[src/rtl/fft4_pass_scheduler_if.sv]
// Handshake bundle between the radix-4 pass scheduler, the data-memory banks and the
// butterfly/twiddle datapath. The master side is the scheduler.
interface fft4_pass_scheduler_if #(
    parameter int ADDR_W  = 13,
    parameter int LABLE_W = 11,
    parameter int PASS_W  = 3
);
    logic               start;
    logic               hold;
    logic               rd_en;
    logic [ADDR_W-1:0]  rd_addr0;
    logic [ADDR_W-1:0]  rd_addr1;
    logic [ADDR_W-1:0]  rd_addr2;
    logic [ADDR_W-1:0]  rd_addr3;
    logic               dp_valid;
    logic [LABLE_W-1:0] dp_lable;
    logic               dp_ready;
    logic [LABLE_W-1:0] dp_index;
    logic               wr_en;
    logic [ADDR_W-1:0]  wr_addr0;
    logic [ADDR_W-1:0]  wr_addr1;
    logic [ADDR_W-1:0]  wr_addr2;
    logic [ADDR_W-1:0]  wr_addr3;
    logic [PASS_W-1:0]  pass_idx;
    logic               busy;
    logic               done;
    logic               err;

    modport master (
        input  start, hold, dp_ready, dp_index,
        output rd_en, rd_addr0, rd_addr1, rd_addr2, rd_addr3,
               dp_valid, dp_lable,
               wr_en, wr_addr0, wr_addr1, wr_addr2, wr_addr3,
               pass_idx, busy, done, err
    );

    modport slave (
        output start, hold, dp_ready, dp_index,
        input  rd_en, rd_addr0, rd_addr1, rd_addr2, rd_addr3,
               dp_valid, dp_lable,
               wr_en, wr_addr0, wr_addr1, wr_addr2, wr_addr3,
               pass_idx, busy, done, err
    );
endinterface

[src/rtl/fft4_pass_scheduler.sv]
// Pass sequencer for an in-place radix-4 FFT: issues one 4-point group per cycle,
// tracks results in flight and maps echoed labels back to write-back addresses.
module fft4_pass_scheduler #(
    parameter int ADDR_W     = 13,
    parameter int LABLE_W    = 11,
    parameter int NUM_PASSES = 6,
    parameter int PASS_W     = 3,
    parameter int RD_LAT     = 1,
    parameter int SPAN_DIR   = 0
) (
    input  logic clk,
    input  logic rst_n,
    fft4_pass_scheduler_if.master bus
);
    localparam int GROUPS = 1 << LABLE_W;
    localparam int CNT_W  = LABLE_W + 1;
    localparam int SH_W   = PASS_W + 2;

    typedef enum logic [2:0] {
        S_IDLE,
        S_ISSUE,
        S_DRAIN,
        S_NEXT,
        S_DONE
    } state_t;

    state_t             state_reg;
    logic [CNT_W-1:0]   issue_cnt_reg;
    logic [CNT_W-1:0]   wb_cnt_reg;
    logic [CNT_W-1:0]   outstanding;
    logic [PASS_W-1:0]  pass_reg;
    logic [PASS_W-1:0]  span_reg;
    logic               rd_en_reg;
    logic [LABLE_W-1:0] rd_lable_reg;
    logic               busy_reg;
    logic               done_reg;
    logic               err_reg;
    logic               wr_en_reg;
    logic [ADDR_W-1:0]  rd_addr_reg  [4];
    logic [ADDR_W-1:0]  rd_addr_next [4];
    logic [ADDR_W-1:0]  wr_addr_reg  [4];
    logic [ADDR_W-1:0]  wr_addr_next [4];
    logic               run_start;
    logic               err_hit;
    logic               vld_pipe [RD_LAT];
    logic [LABLE_W-1:0] lab_pipe [RD_LAT];

    // addr_k = blk*4^(p+1) + off + k*4^p, built from shifts and masks only.
    function automatic logic [ADDR_W-1:0] grp_addr(
        input logic [LABLE_W-1:0] g,
        input logic [PASS_W-1:0]  p,
        input logic [1:0]         k
    );
        logic [SH_W-1:0]   sh_lo;
        logic [SH_W-1:0]   sh_hi;
        logic [ADDR_W-1:0] gw;
        logic [ADDR_W-1:0] mask;
        sh_lo = {1'b0, p, 1'b0};
        sh_hi = sh_lo + SH_W'(2);
        gw    = ADDR_W'(g);
        mask  = (ADDR_W'(1) << sh_lo) - ADDR_W'(1);
        return ((gw >> sh_lo) << sh_hi) | (gw & mask) | (ADDR_W'(k) << sh_lo);
    endfunction

    function automatic logic [PASS_W-1:0] span_of(input logic [PASS_W-1:0] pidx);
        if (SPAN_DIR != 0) begin
            return PASS_W'(NUM_PASSES - 1) - pidx;
        end
        return pidx;
    endfunction

    assign outstanding = issue_cnt_reg - wb_cnt_reg;
    assign run_start   = (state_reg == S_IDLE) && bus.start;
    // Results must come back in issue order, so the expected label is the write-back count.
    assign err_hit     = bus.dp_ready &&
                         ((state_reg == S_IDLE) || (outstanding == '0) ||
                          (bus.dp_index != wb_cnt_reg[LABLE_W-1:0]));

    generate
        for (genvar gi = 0; gi < 4; gi++) begin : g_addr
            assign rd_addr_next[gi] = grp_addr(issue_cnt_reg[LABLE_W-1:0], span_reg, 2'(gi));
            assign wr_addr_next[gi] = grp_addr(bus.dp_index, span_reg, 2'(gi));
        end
    endgenerate

    always_ff @(posedge clk or negedge rst_n) begin
        if (!rst_n) begin
            state_reg     <= S_IDLE;
            issue_cnt_reg <= '0;
            wb_cnt_reg    <= '0;
            pass_reg      <= '0;
            span_reg      <= '0;
            rd_en_reg     <= 1'b0;
            rd_lable_reg  <= '0;
            busy_reg      <= 1'b0;
            done_reg      <= 1'b0;
            err_reg       <= 1'b0;
            for (int k = 0; k < 4; k++) begin
                rd_addr_reg[k] <= '0;
            end
        end else begin
            rd_en_reg <= 1'b0;
            done_reg  <= 1'b0;
            case (state_reg)
                S_IDLE: begin
                    if (bus.start) begin
                        state_reg     <= S_ISSUE;
                        pass_reg      <= '0;
                        span_reg      <= span_of('0);
                        issue_cnt_reg <= '0;
                        busy_reg      <= 1'b1;
                    end
                end
                S_ISSUE: begin
                    if (!bus.hold) begin
                        rd_en_reg     <= 1'b1;
                        rd_lable_reg  <= issue_cnt_reg[LABLE_W-1:0];
                        for (int k = 0; k < 4; k++) begin
                            rd_addr_reg[k] <= rd_addr_next[k];
                        end
                        issue_cnt_reg <= issue_cnt_reg + CNT_W'(1);
                        if (issue_cnt_reg == CNT_W'(GROUPS - 1)) begin
                            state_reg <= S_DRAIN;
                        end
                    end
                end
                S_DRAIN: begin
                    if (wb_cnt_reg == CNT_W'(GROUPS)) begin
                        if (pass_reg == PASS_W'(NUM_PASSES - 1)) begin
                            state_reg <= S_DONE;
                            done_reg  <= 1'b1;
                        end else begin
                            state_reg <= S_NEXT;
                        end
                    end
                end
                S_NEXT: begin
                    // Entered only after the last write of the pass, so the next pass never
                    // reads data that is still being written back.
                    pass_reg      <= pass_reg + PASS_W'(1);
                    span_reg      <= span_of(pass_reg + PASS_W'(1));
                    issue_cnt_reg <= '0;
                    state_reg     <= S_ISSUE;
                end
                S_DONE: begin
                    state_reg <= S_IDLE;
                    busy_reg  <= 1'b0;
                end
                default: begin
                    state_reg <= S_IDLE;
                    busy_reg  <= 1'b0;
                end
            endcase

            if (run_start || (state_reg == S_NEXT)) begin
                wb_cnt_reg <= '0;
            end else if (bus.dp_ready && (state_reg != S_IDLE) && (outstanding != '0)) begin
                wb_cnt_reg <= wb_cnt_reg + CNT_W'(1);
            end

            err_reg <= err_hit || (err_reg && !run_start);
        end
    end

    always_ff @(posedge clk or negedge rst_n) begin
        if (!rst_n) begin
            vld_pipe[0] <= 1'b0;
            lab_pipe[0] <= '0;
        end else begin
            vld_pipe[0] <= rd_en_reg;
            lab_pipe[0] <= rd_lable_reg;
        end
    end

    generate
        for (genvar gi = 1; gi < RD_LAT; gi++) begin : g_lat
            always_ff @(posedge clk or negedge rst_n) begin
                if (!rst_n) begin
                    vld_pipe[gi] <= 1'b0;
                    lab_pipe[gi] <= '0;
                end else begin
                    vld_pipe[gi] <= vld_pipe[gi-1];
                    lab_pipe[gi] <= lab_pipe[gi-1];
                end
            end
        end
    endgenerate

    // Write-back is performed even when the result is flagged as a protocol error.
    always_ff @(posedge clk or negedge rst_n) begin
        if (!rst_n) begin
            wr_en_reg <= 1'b0;
            for (int k = 0; k < 4; k++) begin
                wr_addr_reg[k] <= '0;
            end
        end else begin
            wr_en_reg <= bus.dp_ready;
            if (bus.dp_ready) begin
                for (int k = 0; k < 4; k++) begin
                    wr_addr_reg[k] <= wr_addr_next[k];
                end
            end
        end
    end

    assign bus.rd_en    = rd_en_reg;
    assign bus.rd_addr0 = rd_addr_reg[0];
    assign bus.rd_addr1 = rd_addr_reg[1];
    assign bus.rd_addr2 = rd_addr_reg[2];
    assign bus.rd_addr3 = rd_addr_reg[3];
    assign bus.dp_valid = vld_pipe[RD_LAT-1];
    assign bus.dp_lable = lab_pipe[RD_LAT-1];
    assign bus.wr_en    = wr_en_reg;
    assign bus.wr_addr0 = wr_addr_reg[0];
    assign bus.wr_addr1 = wr_addr_reg[1];
    assign bus.wr_addr2 = wr_addr_reg[2];
    assign bus.wr_addr3 = wr_addr_reg[3];
    assign bus.pass_idx = pass_reg;
    assign bus.busy     = busy_reg;
    assign bus.done     = done_reg;
    assign bus.err      = err_reg;
endmodule

[src/flat_wrapper.sv]
// flat-port wrapper written by rule: the top's interface ports become plain ports
module fft4_pass_scheduler_flat 
#(
    parameter int ADDR_W     = 13,
    parameter int LABLE_W    = 11,
    parameter int NUM_PASSES = 6,
    parameter int PASS_W     = 3,
    parameter int RD_LAT     = 1,
    parameter int SPAN_DIR   = 0
)
  (clk, rst_n, bus_start, bus_hold, bus_dp_ready, bus_dp_index, bus_rd_en, bus_rd_addr0, bus_rd_addr1, bus_rd_addr2, bus_rd_addr3, bus_dp_valid, bus_dp_lable, bus_wr_en, bus_wr_addr0, bus_wr_addr1, bus_wr_addr2, bus_wr_addr3, bus_pass_idx, bus_busy, bus_done, bus_err);
  fft4_pass_scheduler_if #(.ADDR_W(ADDR_W), .LABLE_W(LABLE_W), .PASS_W(PASS_W)) bus_i ();
  input  logic clk;
  input  logic rst_n;
  input wire logic [$bits(bus_i.start)-1:0] bus_start;
  input wire logic [$bits(bus_i.hold)-1:0] bus_hold;
  input wire logic [$bits(bus_i.dp_ready)-1:0] bus_dp_ready;
  input wire logic [$bits(bus_i.dp_index)-1:0] bus_dp_index;
  output wire logic [$bits(bus_i.rd_en)-1:0] bus_rd_en;
  output wire logic [$bits(bus_i.rd_addr0)-1:0] bus_rd_addr0;
  output wire logic [$bits(bus_i.rd_addr1)-1:0] bus_rd_addr1;
  output wire logic [$bits(bus_i.rd_addr2)-1:0] bus_rd_addr2;
  output wire logic [$bits(bus_i.rd_addr3)-1:0] bus_rd_addr3;
  output wire logic [$bits(bus_i.dp_valid)-1:0] bus_dp_valid;
  output wire logic [$bits(bus_i.dp_lable)-1:0] bus_dp_lable;
  output wire logic [$bits(bus_i.wr_en)-1:0] bus_wr_en;
  output wire logic [$bits(bus_i.wr_addr0)-1:0] bus_wr_addr0;
  output wire logic [$bits(bus_i.wr_addr1)-1:0] bus_wr_addr1;
  output wire logic [$bits(bus_i.wr_addr2)-1:0] bus_wr_addr2;
  output wire logic [$bits(bus_i.wr_addr3)-1:0] bus_wr_addr3;
  output wire logic [$bits(bus_i.pass_idx)-1:0] bus_pass_idx;
  output wire logic [$bits(bus_i.busy)-1:0] bus_busy;
  output wire logic [$bits(bus_i.done)-1:0] bus_done;
  output wire logic [$bits(bus_i.err)-1:0] bus_err;
  assign bus_i.start = bus_start;
  assign bus_i.hold = bus_hold;
  assign bus_i.dp_ready = bus_dp_ready;
  assign bus_i.dp_index = bus_dp_index;
  assign bus_rd_en = bus_i.rd_en;
  assign bus_rd_addr0 = bus_i.rd_addr0;
  assign bus_rd_addr1 = bus_i.rd_addr1;
  assign bus_rd_addr2 = bus_i.rd_addr2;
  assign bus_rd_addr3 = bus_i.rd_addr3;
  assign bus_dp_valid = bus_i.dp_valid;
  assign bus_dp_lable = bus_i.dp_lable;
  assign bus_wr_en = bus_i.wr_en;
  assign bus_wr_addr0 = bus_i.wr_addr0;
  assign bus_wr_addr1 = bus_i.wr_addr1;
  assign bus_wr_addr2 = bus_i.wr_addr2;
  assign bus_wr_addr3 = bus_i.wr_addr3;
  assign bus_pass_idx = bus_i.pass_idx;
  assign bus_busy = bus_i.busy;
  assign bus_done = bus_i.done;
  assign bus_err = bus_i.err;
  fft4_pass_scheduler #(.ADDR_W(ADDR_W), .LABLE_W(LABLE_W), .NUM_PASSES(NUM_PASSES), .PASS_W(PASS_W), .RD_LAT(RD_LAT), .SPAN_DIR(SPAN_DIR)) u_core (.clk(clk), .rst_n(rst_n), .bus(bus_i));
endmodule
[config.mk]
export PLATFORM = sky130hd
export DESIGN_NAME = fft4_pass_scheduler_flat
export DESIGN_NICKNAME = d
export VERILOG_FILES = /design/src/rtl/fft4_pass_scheduler_if.sv /design/src/rtl/fft4_pass_scheduler.sv /design/src/flat_wrapper.sv
export SDC_FILE = /design/constraint.sdc
export NUM_CORES = 1
export LEC_CHECK = 0
export ABC_AREA = 0
export CAP_MARGIN = 20
export CORE_ASPECT_RATIO = 0.7
export CORE_UTILIZATION = 45
export CTS_CLUSTER_DIAMETER = 30
export DETAILED_ROUTE_END_ITERATION = 6
export HOLD_SLACK_MARGIN = 0.03
export PLACE_DENSITY = 0.72
export SLEW_MARGIN = 5
export SYNTH_ARGS = -nofsm -noshare
export SYNTH_HDL_FRONTEND = slang
export SYNTH_SLANG_ARGS = --single-unit
[constraint.sdc]
create_clock -name clk -period 4.5 [get_ports clk]
set_input_delay 0.675 -clock clk [delete_from_list [all_inputs] [get_ports clk]]
set_output_delay 0.675 -clock clk [all_outputs]
set_load 0.05 [all_outputs]
* Word level (Yosys, flattened, before mapping) *
Index checks and enable logic that the tools add are counted.
W data, S select, Z words.

word-level totals
  register bits = 162
  bits of input ports = 16
  output and inout bits = 124
  word-level logic and storage cells = 102

operators by class
  add/subtract/negate cells = 6
  eq/ne operators = 11
  shift operators = 8
  muxes and demuxes = 20
  bitwise operators = 14
  reduce and logical (&&, ||, !) cells = 23

operators with widths
  kind                     count
  $or A13 B13 Y13          10
  $mux W12                 4
  $pmux W12 S3             1
  $and A11 B13 Y13         2
  $shl A1 B4 Y13 const A   2
  $shl A13 B5 Y13          2
  $shl A2 B4 Y13 const A   2
  $shr A11 B4 Y13          2
  $add A12 B1 Y12 const B  2
  $mux W3                  6
  $sub A13 B2 Y13 const B  1
  $eq A12 B11 Y1 const B   1
  $eq A12 B12 Y1 const B   1
  $logic_not A12 Y1        1
  $pmux W3 S4              1
  $reduce_bool A12 Y1      1
  $sub A12 B12 Y12         1
  $ne A11 B11 Y1           1
  $eq A3 B2 Y1 const B     2
  $mux W1                  6
  $pmux W3 S2              1
  $reduce_and A2 Y1        3
  $reduce_bool A3 Y1       2
  $add A4 B2 Y5 const B    1
  other kinds (15)         26

* Longest topological paths before layout *
  word-level depth = 6
  gate-level depth with buffers = 12
  mapped depth without buffers = 11

* Worst setup path before layout *
No wires, ideal clock.

  path type = reg-to-reg
  start point = reg u_core.bus.pass_idx[1] (netlist name)
  end point = reg u_core.wr_addr_reg, in the netlist u_core.bus.wr_addr3[10]
  setup time = 0.142 ns
  arrival = 2.798 ns
  required time = 4.358 ns
  path slack = 1.560 ns
  cell stages (with the launch flop) = 10
  buffers on the path = 2
  cell sequence = dfrtp_1 buf_2 clkinv_1 ha_1 clkbuf_1 mux2i_1 o21ai_0 a32o_1 a222oi_1 a31oi_1

RTL lines
  item                             line                        RTL
  to (signal, indexed assignment)  fft4_pass_scheduler.sv:200  wr_addr_reg[k] <= wr_addr_next[k];
  to (decl)                        fft4_pass_scheduler.sv:41   logic [ADDR_W-1:0] wr_addr_reg [4];

==> reports/results.txt <==
All-Layer GR Usage: 0.268
met1 Use GR: 0.426
H-tree depth: 3
Die H: 104 um
initial DRC count: 606
Final nets: 880
DRC violations left: 0
Max-slew headroom: 0.313
final setup fails: 0
Sequential Area: 2750 um^2
layout cell share with drive strength beyond 1: 0.0636
area grow syn2layout: 21.9%
final hold vios: 0
vias per std cell: 5.92
Clock Latency Late Sink: 0.35 ns
initial antenna violation count: 0
final slew viol count: 0
vias in the first global route: 5,633
clk slew on worst S/H paths: 0.08 ns
Antenna diodes: 0
routed wire length: 20.3 mm
Core Footprint: 14,300 um^2
DPL Wire Length: 15.2 mm
initial core utilization: 0.472
total clock sinks: 110
syn nets: 815
EDFF count, synth: 0
Routed Antenna Nets: 0
RSZ-0062 raised after global routing: no
post-synthesis async set-or-reset flop share: 1.00
via count: 6,156
Tmin final: 3.01 ns
ys flop type: dfrtp_1
Hold Crit Class: in -> async
Synth Warn #: 0
register bit total from synthesis: 110
Max Cap Viol: 0
met2 usage: 0.375
Fillers: 1,276
CTS Buffer Depth: 2
final cycle utilization of the critical path: 0.669
Die ar.: 15,500 um^2
GP Congestion: 1.02
worst-path maximum fanout: 47
first-pass GRT wire length: 32.1 mm
WHS: 0.248 ns
M3 GR Usage: 0.0561
required time of the critical path: 4.71 ns
f_max: 0.332 GHz
cell taking the most area after synthesis: dfrtp_1
CTS Buf Count: 9
Yosys top cell area share: 0.409
Clock Root Buffer: clkbuf_16
Worst Tran Pin Value: 1.03 ns
gate count of the mapped netlist: 779
hold_buf cts: 0
Core Rows: 36
TritonCTS clock tree: done
Critical Path AT: 3.22 ns
Most Crowded Layer GR: met1
sequential element share of the synthesized area: 0.409
multi-input combinational cell area: 3290 um^2
PortBufs: 139
Die X: 148 um
setup TNS: 0 ns
Syn Std Cell Area: 6740 um^2
largest net degree at the start of global routing: 82
DR WL/cell: 19.6 um
crit path launch type: flip-flop
postcts setup bufs: 0
PostCTS Resize Cnt: 0
run status: finished, final reports clean
Top Ports: 140
Post-Route Skew: 0.00740 ns
synth unique cells: 63
grt total ovfl: 0
Area contributors post-synth: dfrtp_1 (41%), buf_4 (5.9%), nand2_1 (5.2%)
synthesized area per cell: 8.65 um^2
Setup crit end kind: flip-flop
DRT Pass-1 Iters: 5
CP Class: reg -> reg
critical path: stages (launching register included):
cell,delay [ns]
dfrtp_1,0.38
buf_4,0.30
ha_1,0.32
ha_1,0.30
buf_4,0.23
inv_1,0.19
and3_1,0.21
a31oi_1,0.19
nor3_1,0.07
a211oi_1,0.51
a31oi_1,0.16
logic make-up after synthesis:
family                     count (synthesis)  synth area share
AOI/OAI and AO/OA                        198             0.191
xor gates and xnor gates                  31            0.0403
adders and majority gates                 20            0.0372
buffers and inverters                    129             0.103
DFF                                      110             0.409
muxes                                     22            0.0414
and+or+nand+nor                          269             0.178
cell usage after synthesis, types with 4 or more instances:
cell and instances:
a211oi_1 7, o31ai_1 4, nand2b_1 4, nand3_1 16
mux4_2 4, nor2b_1 6, nor3_1 13, a21o_1 4
o21a_1 5, and3_1 8, a31oi_1 26, ha_1 20
nor2_1 93, o21ai_0 32, buf_2 8, o22ai_1 7
mux2i_1 11, o22a_1 7, xnor2_1 11, clkbuf_1 31
xor2_1 20, dfrtp_1 110, a21oi_1 65, mux2_2 7
nand2_1 94, nand4_1 5, nor4_1 7, or4_1 4
a22oi_1 8, inv_1 29, buf_4 53, buf_1 4
or3_1 8
routing by layer:
layer / wire (um) / vias to the layer above
li1: - / 2812
met1: 9850 / 2987
met2: 8370 / 336
met3: 1970 / 21
met4: 146 / 0
met5: 0 / -
cell type report:
cell class                      instances  share of cell area
Multi-Input combinational cell        540               0.401
Clock inverter                          7              0.0105
Tap cell                              190              0.0290
Timing Repair Buffer                  151               0.182
Inverter                               32              0.0146
Sequential cell                       110               0.335
Clock buffer                            9              0.0274
path summary, 6_finish.rpt:
kind / from / to / slack (ns) / cells after the start
hold / removal: rst_n / u_core.bus.dp_lable[7] / 0.25 / 1
setup reg to reg: u_core.bus.pass_idx[0] / u_core.bus.wr_addr3[9] / 1.49 / 10
setup / recovery: u_core.bus.pass_idx[0] / u_core.bus.wr_addr3[9] / 1.49 / 10
max in group asynchronous: rst_n / u_core.bus.wr_addr0[12] / 3.50 / 2
hold reg to reg: u_core.rd_lable_reg[7] / u_core.bus.dp_lable[7] / 0.39 / 0
min in group clk: u_core.rd_lable_reg[7] / u_core.bus.dp_lable[7] / 0.39 / 0
cell usage in the layout, fill, tap and decap left out, types with 5 or more instances in the layout:
master	n
a211oi_1	7
a21oi_1	64
a22oi_1	8
a31oi_1	26
and3_1	8
buf_4	12
clkbuf_16	9
clkdlybuf4s50_1	137
dfrtp_1	110
ha_1	20
inv_1	29
mux2_2	7
mux2i_1	11
nand2_1	94
nand3_1	16
nand4_1	5
nor2_1	93
nor2b_1	6
nor3_1	13
nor4_1	7
o21a_1	5
o21ai_0	32
o22a_1	7
o22ai_1	7
or3_1	8
xnor2_1	11
xor2_1	20
metrics by stage:
step | setup slack (ns) | instances | util | instance area (um^2)
2_1_floorplan | 1.56 | 779 | - | 6740
3_3_place_gp | 1.37 | 1022 | 0.551 | 7870
3_5_place_dp | 1.48 | 1022 | 0.551 | 7870
4_1_cts | 1.59 | 1038 | 0.573 | 8180
5_1_grt | 1.28 | 1039 | 0.575 | 8210
6_report | 1.49 | 1039 | 0.575 | 8210
Power is not shown: default switching activity piles up to over one toggle a cycle in this logic, so the estimate is an artifact.
==> RTL edit 1, RTL diff (same settings) <==
`SPAN_DIR` is set to 0 in 2 places; all go to 1.
--- a/src/rtl/fft4_pass_scheduler.sv
+++ b/src/rtl/fft4_pass_scheduler.sv
@@ -6,7 +6,7 @@
     parameter int NUM_PASSES = 6,
     parameter int PASS_W     = 3,
     parameter int RD_LAT     = 1,
-    parameter int SPAN_DIR   = 0
+    parameter int SPAN_DIR   = 1
 ) (
     input  logic clk,
     input  logic rst_n,
--- a/src/flat_wrapper.sv
+++ b/src/flat_wrapper.sv
@@ -6,7 +6,7 @@
     parameter int NUM_PASSES = 6,
     parameter int PASS_W     = 3,
     parameter int RD_LAT     = 1,
-    parameter int SPAN_DIR   = 0
+    parameter int SPAN_DIR   = 1
 )
   (clk, rst_n, bus_start, bus_hold, bus_dp_ready, bus_dp_index, bus_rd_en, bus_rd_addr0, bus_rd_addr1, bus_rd_addr2, bus_rd_addr3, bus_dp_valid, bus_dp_lable, bus_wr_en, bus_wr_addr0, bus_wr_addr1, bus_wr_addr2, bus_wr_addr3, bus_pass_idx, bus_busy, bus_done, bus_err);
   fft4_pass_scheduler_if #(.ADDR_W(ADDR_W), .LABLE_W(LABLE_W), .PASS_W(PASS_W)) bus_i ();
Behaviour: not the same (a bounded check fails within 4 cycles, from zero or initial values and one cycle with rst_n low).
==> RTL edit 1 against the unedited design <==
- global-route usage fell by 2.2 points
- synthesized area up 2.2%
- sequential share of layout area about the same
- cell area is 1.8% higher
- first-iteration DRC count grew 6.3%
- setup slack worse by 0.54 ns
- core utilization down 1.1 points
- wire length is 6.8% lower
- sequential cell count rose by 2
==> RTL edit 1: results <==
[yosys]
ys_types = 66
syn_nets = 827
synth_commonest_cells = "dfrtp_1 (112), nand2_1 (87), nor2_1 (82)"
synthCells = 789
synth_area_leaders = "dfrtp_1 (41%), buf_4 (5.8%), a21oi_1 (5.1%), nand2_1 (4.7%), nor2_1 (4.5%)"
synthArstFlopShare_pct = 100
synth-seq-area-share_pct = 40.7

[cells_and_area]
nets = 892
num-fill-cells = 1337
antenna-diode-count = 0
layout-drive-gt1-share_pct = 6.29
fin_cells = 1054
largest_reg_flops = 13

[placed_design]
place.detailed.hpwl_mm = 14.3
gp_congestion = 0.952
placed_area_mm2 = 0.00803
placedCellCount = 1037

[clock_network]
cts_root_buffer = "clkbuf_16"

[global_route]
grt_first_pass_wirelength_mm = 30.0
grtUsageTotal_pct = 24.6
grt_max_degree = 81
grt_pass1_vias = 5365

[setup_path]
slowest_delay_ns = 0.55
critical_path.slowest_cell = "or4_1"
path_delay_family = "compound AO/OA/AOI/OAI gates"
cp.arrival_ns = 3.80
crit_fanout = 17

[route]
drt-total-wl_mm = 19.0
drtIter0Drc = 644
avgViaCountPerCell = 5.78

[timing]
finalClockSkew_ns = 0.00999
setup_viol = 0
worstMarginPinSlew_ns = 1.15

[outcome]
outcome = "finished clean"

[power]
p_leak_nw = 3.39
-- RTL edit 1: layout make-up --
class | count | area (um^2) | area share [%]
sequential | 112 | 2800 | 33.6
timing repair buffer | 153 | 1510 | 18.1
clock buffer | 9 | 225 | 2.70
multi-input combinational | 549 | 3390 | 40.6
tap | 195 | 244 | 2.92
clock inverter | 7 | 71.3 | 0.854
inverter | 29 | 109 | 1.30
-- RTL edit 1: worst paths after layout --
| check | from | endpoint | slack (ns) | depth (start not counted) |
|---|---|---|---|---|
| hold reg to reg | u_core.bus.rd_en | u_core.bus.dp_valid | 0.37 | 0 |
| setup / recovery | u_core.wb_cnt_reg[1] | u_core.bus.err | 0.94 | 10 |
| min in group clk | u_core.bus.rd_en | u_core.bus.dp_valid | 0.37 | 0 |
| max in group asynchronous | rst_n | u_core.bus.wr_addr2[8] | 3.33 | 3 |
| hold / removal | rst_n | u_core.bus.dp_lable[6] | 0.14 | 1 |
| setup reg to reg | u_core.wb_cnt_reg[1] | u_core.bus.err | 0.94 | 10 |
-- RTL edit 1: stage by stage --
step | total power [mW] | worst slack (ns)
CTS | 3.79 | 0.977
floorplan | 2.57 | 1.26
detailed placement | 2.98 | 1.01
global route | 3.97 | 0.780
global placement | 2.97 | 1.12
finish | 3.78 | 0.945
-- RTL edit 1: worst register-to-register path, stage by stage (launching register included) --
cell      delay [ns]
dfrtp_1         0.50
inv_1           0.14
ha_1            0.33
nor2b_4         0.14
o31a_4          0.31
o31a_2          0.36
a211oi_2        0.25
mux2i_1         0.34
and4bb_4        0.35
or4_1           0.55
a22o_1          0.19
-- RTL edit 1: power by group through the flow --
| stage | Clock (mW) | Combinational [mW] | Sequential, mW |
|---|---|---|---|
| after floorplan | 0 | 1.01 | 1.56 |
| after global routing | 0.860 | 1.77 | 1.34 |
| final | 0.801 | 1.66 | 1.32 |
| after CTS | 0.818 | 1.65 | 1.32 |
| after detailed placement | 0 | 1.64 | 1.34 |
| after global placement | 0 | 1.64 | 1.33 |
-- RTL edit 1: per-layer routing --
layer / routed length (um) / GRT usage (%)
met3: 2020 / 5.76
met4: 150 / 4.69
met5: 0 / 0
met1: 9220 / 39.8
met2: 7560 / 32.5
-- RTL edit 1: cells by family (layout without fill, tap and decap cells) --
kind of cell | count (synthesis) | after routing | share of synthesized area [%]
adder cells (fa/ha/maj) | 22 | 22 | 4.00
flip-flops | 112 | 112 | 40.7
AND/OR/NAND/NOR | 275 | 275 | 18.9
buffers and inverters | 128 | 198 | 10.0
AO/OA/AOI/OAI | 205 | 205 | 19.2
XOR/XNOR | 29 | 29 | 3.69
multiplexers | 18 | 18 | 3.44
==> RTL edit 2, RTL diff (same flow settings) <==
Without the edit above. Encoding of `state_t`: now Gray code (3 bits for 5 states).
--- a/src/rtl/fft4_pass_scheduler.sv
+++ b/src/rtl/fft4_pass_scheduler.sv
@@ -17,11 +17,11 @@
     localparam int SH_W   = PASS_W + 2;
 
     typedef enum logic [2:0] {
-        S_IDLE,
-        S_ISSUE,
-        S_DRAIN,
-        S_NEXT,
-        S_DONE
+        S_IDLE  = 3'b000,
+        S_ISSUE = 3'b001,
+        S_DRAIN = 3'b011,
+        S_NEXT  = 3'b010,
+        S_DONE  = 3'b110
     } state_t;
 
     state_t             state_reg;
Behaviour: no difference found for any inputs over 4 cycles, from zero or initial values and one cycle with rst_n low; so few cycles prove little.
==> RTL edit 2 against the unedited design <==
- wire length is 6.6% lower
- clock skew is 0.0023 ns higher
- cell area increased by 0.95%
- setup slack got worse by 0.65 ns
- sequential cell count did not move
- sequential share of layout area shrank 0.31 points
- synthesized area increased by 1.4%
- critical path type unchanged
- highest routed layer unchanged
Power is not shown: default switching activity piles up to over one toggle a cycle in this logic, so the estimate is an artifact.
==> RTL edit 2: results <==
[route]
num_vias = 5980
avgViaCountPerCell = 5.86
drtIter0Drc = 720

[cells_and_area]
nets = 857

[global_route]
grt_pass1_vias = 5409
grtUsageTotal_pct = 24.9
grt_max_degree = 81
grt_first_pass_wirelength_mm = 30.1

[timing]
worstMarginPinSlew_ns = 0.999
finalClockSkew_ns = 0.00972
holdWs_ns = 0.193
finalWorstSetupSlack_ns = 0.836

[yosys]
synth_compound_area_share_pct = 17.6
synth-seq-area-share_pct = 40.3
synthCells = 758
synth-xor-area-share_pct = 3.21
synth_commonest_cells = "dfrtp_1 (110), nor2_1 (95), a21oi_1 (82)"
synthMuxAreaShare_pct = 6.21
synth-adder-area-share_pct = 3.66
syn_nets = 794

[setup_path]
ff2ff_path_depth = 10
crit_end = "u_core.wb_cnt_reg[10]"
reg2reg_from = "u_core.wb_cnt_reg[6]"
crit_fanout = 18
critical_path.slowest_cell = "o41ai_4"
slowest_delay_ns = 0.90
path_delay_family = "simple AND/OR/NAND/NOR gates"
cp.arrival_ns = 3.85

[placed_design]
gp_congestion = 0.941
place.detailed.hpwl_mm = 13.5
place_ws_ns = 0.903
placed_area_mm2 = 0.00793

[outcome]
outcome = "finished clean"
## RTL edit 2: changes by cell type after synthesis, sizes merged, moves of 5 or more
| cell | delta |
|---|---|
| xor2 | -13 |
| a22oi | -5 |
| inv | -5 |
| nand2 | -49 |
| nor3 | +8 |
| o22a | -7 |
| nand2b | +6 |
| mux2 | +12 |
| or4 | +5 |
| xnor2 | +7 |
| a21oi | +16 |
| o21ai | -12 |
## RTL edit 2: layout make-up
cell class | count | area (um^2)
well taps | 195 | 244
clock inverters | 7 | 103
clock buffers | 9 | 225
flip-flops and latches | 110 | 2750
inverters | 26 | 97.6
multi-input cells | 526 | 3390
fillers | 1340 | 6480
repair buffers | 148 | 1470
## RTL edit 2: per-layer routing
layer	GRT usage (%)	vias up	share of wire, %	wire, um
li1	-	2781	-	-
met1	39.7	2902	50	9420
met2	33.2	286	40	7670
met3	6.72	11	9.6	1820
met4	3.57	0	0.49	93
met5	0	-	0	0
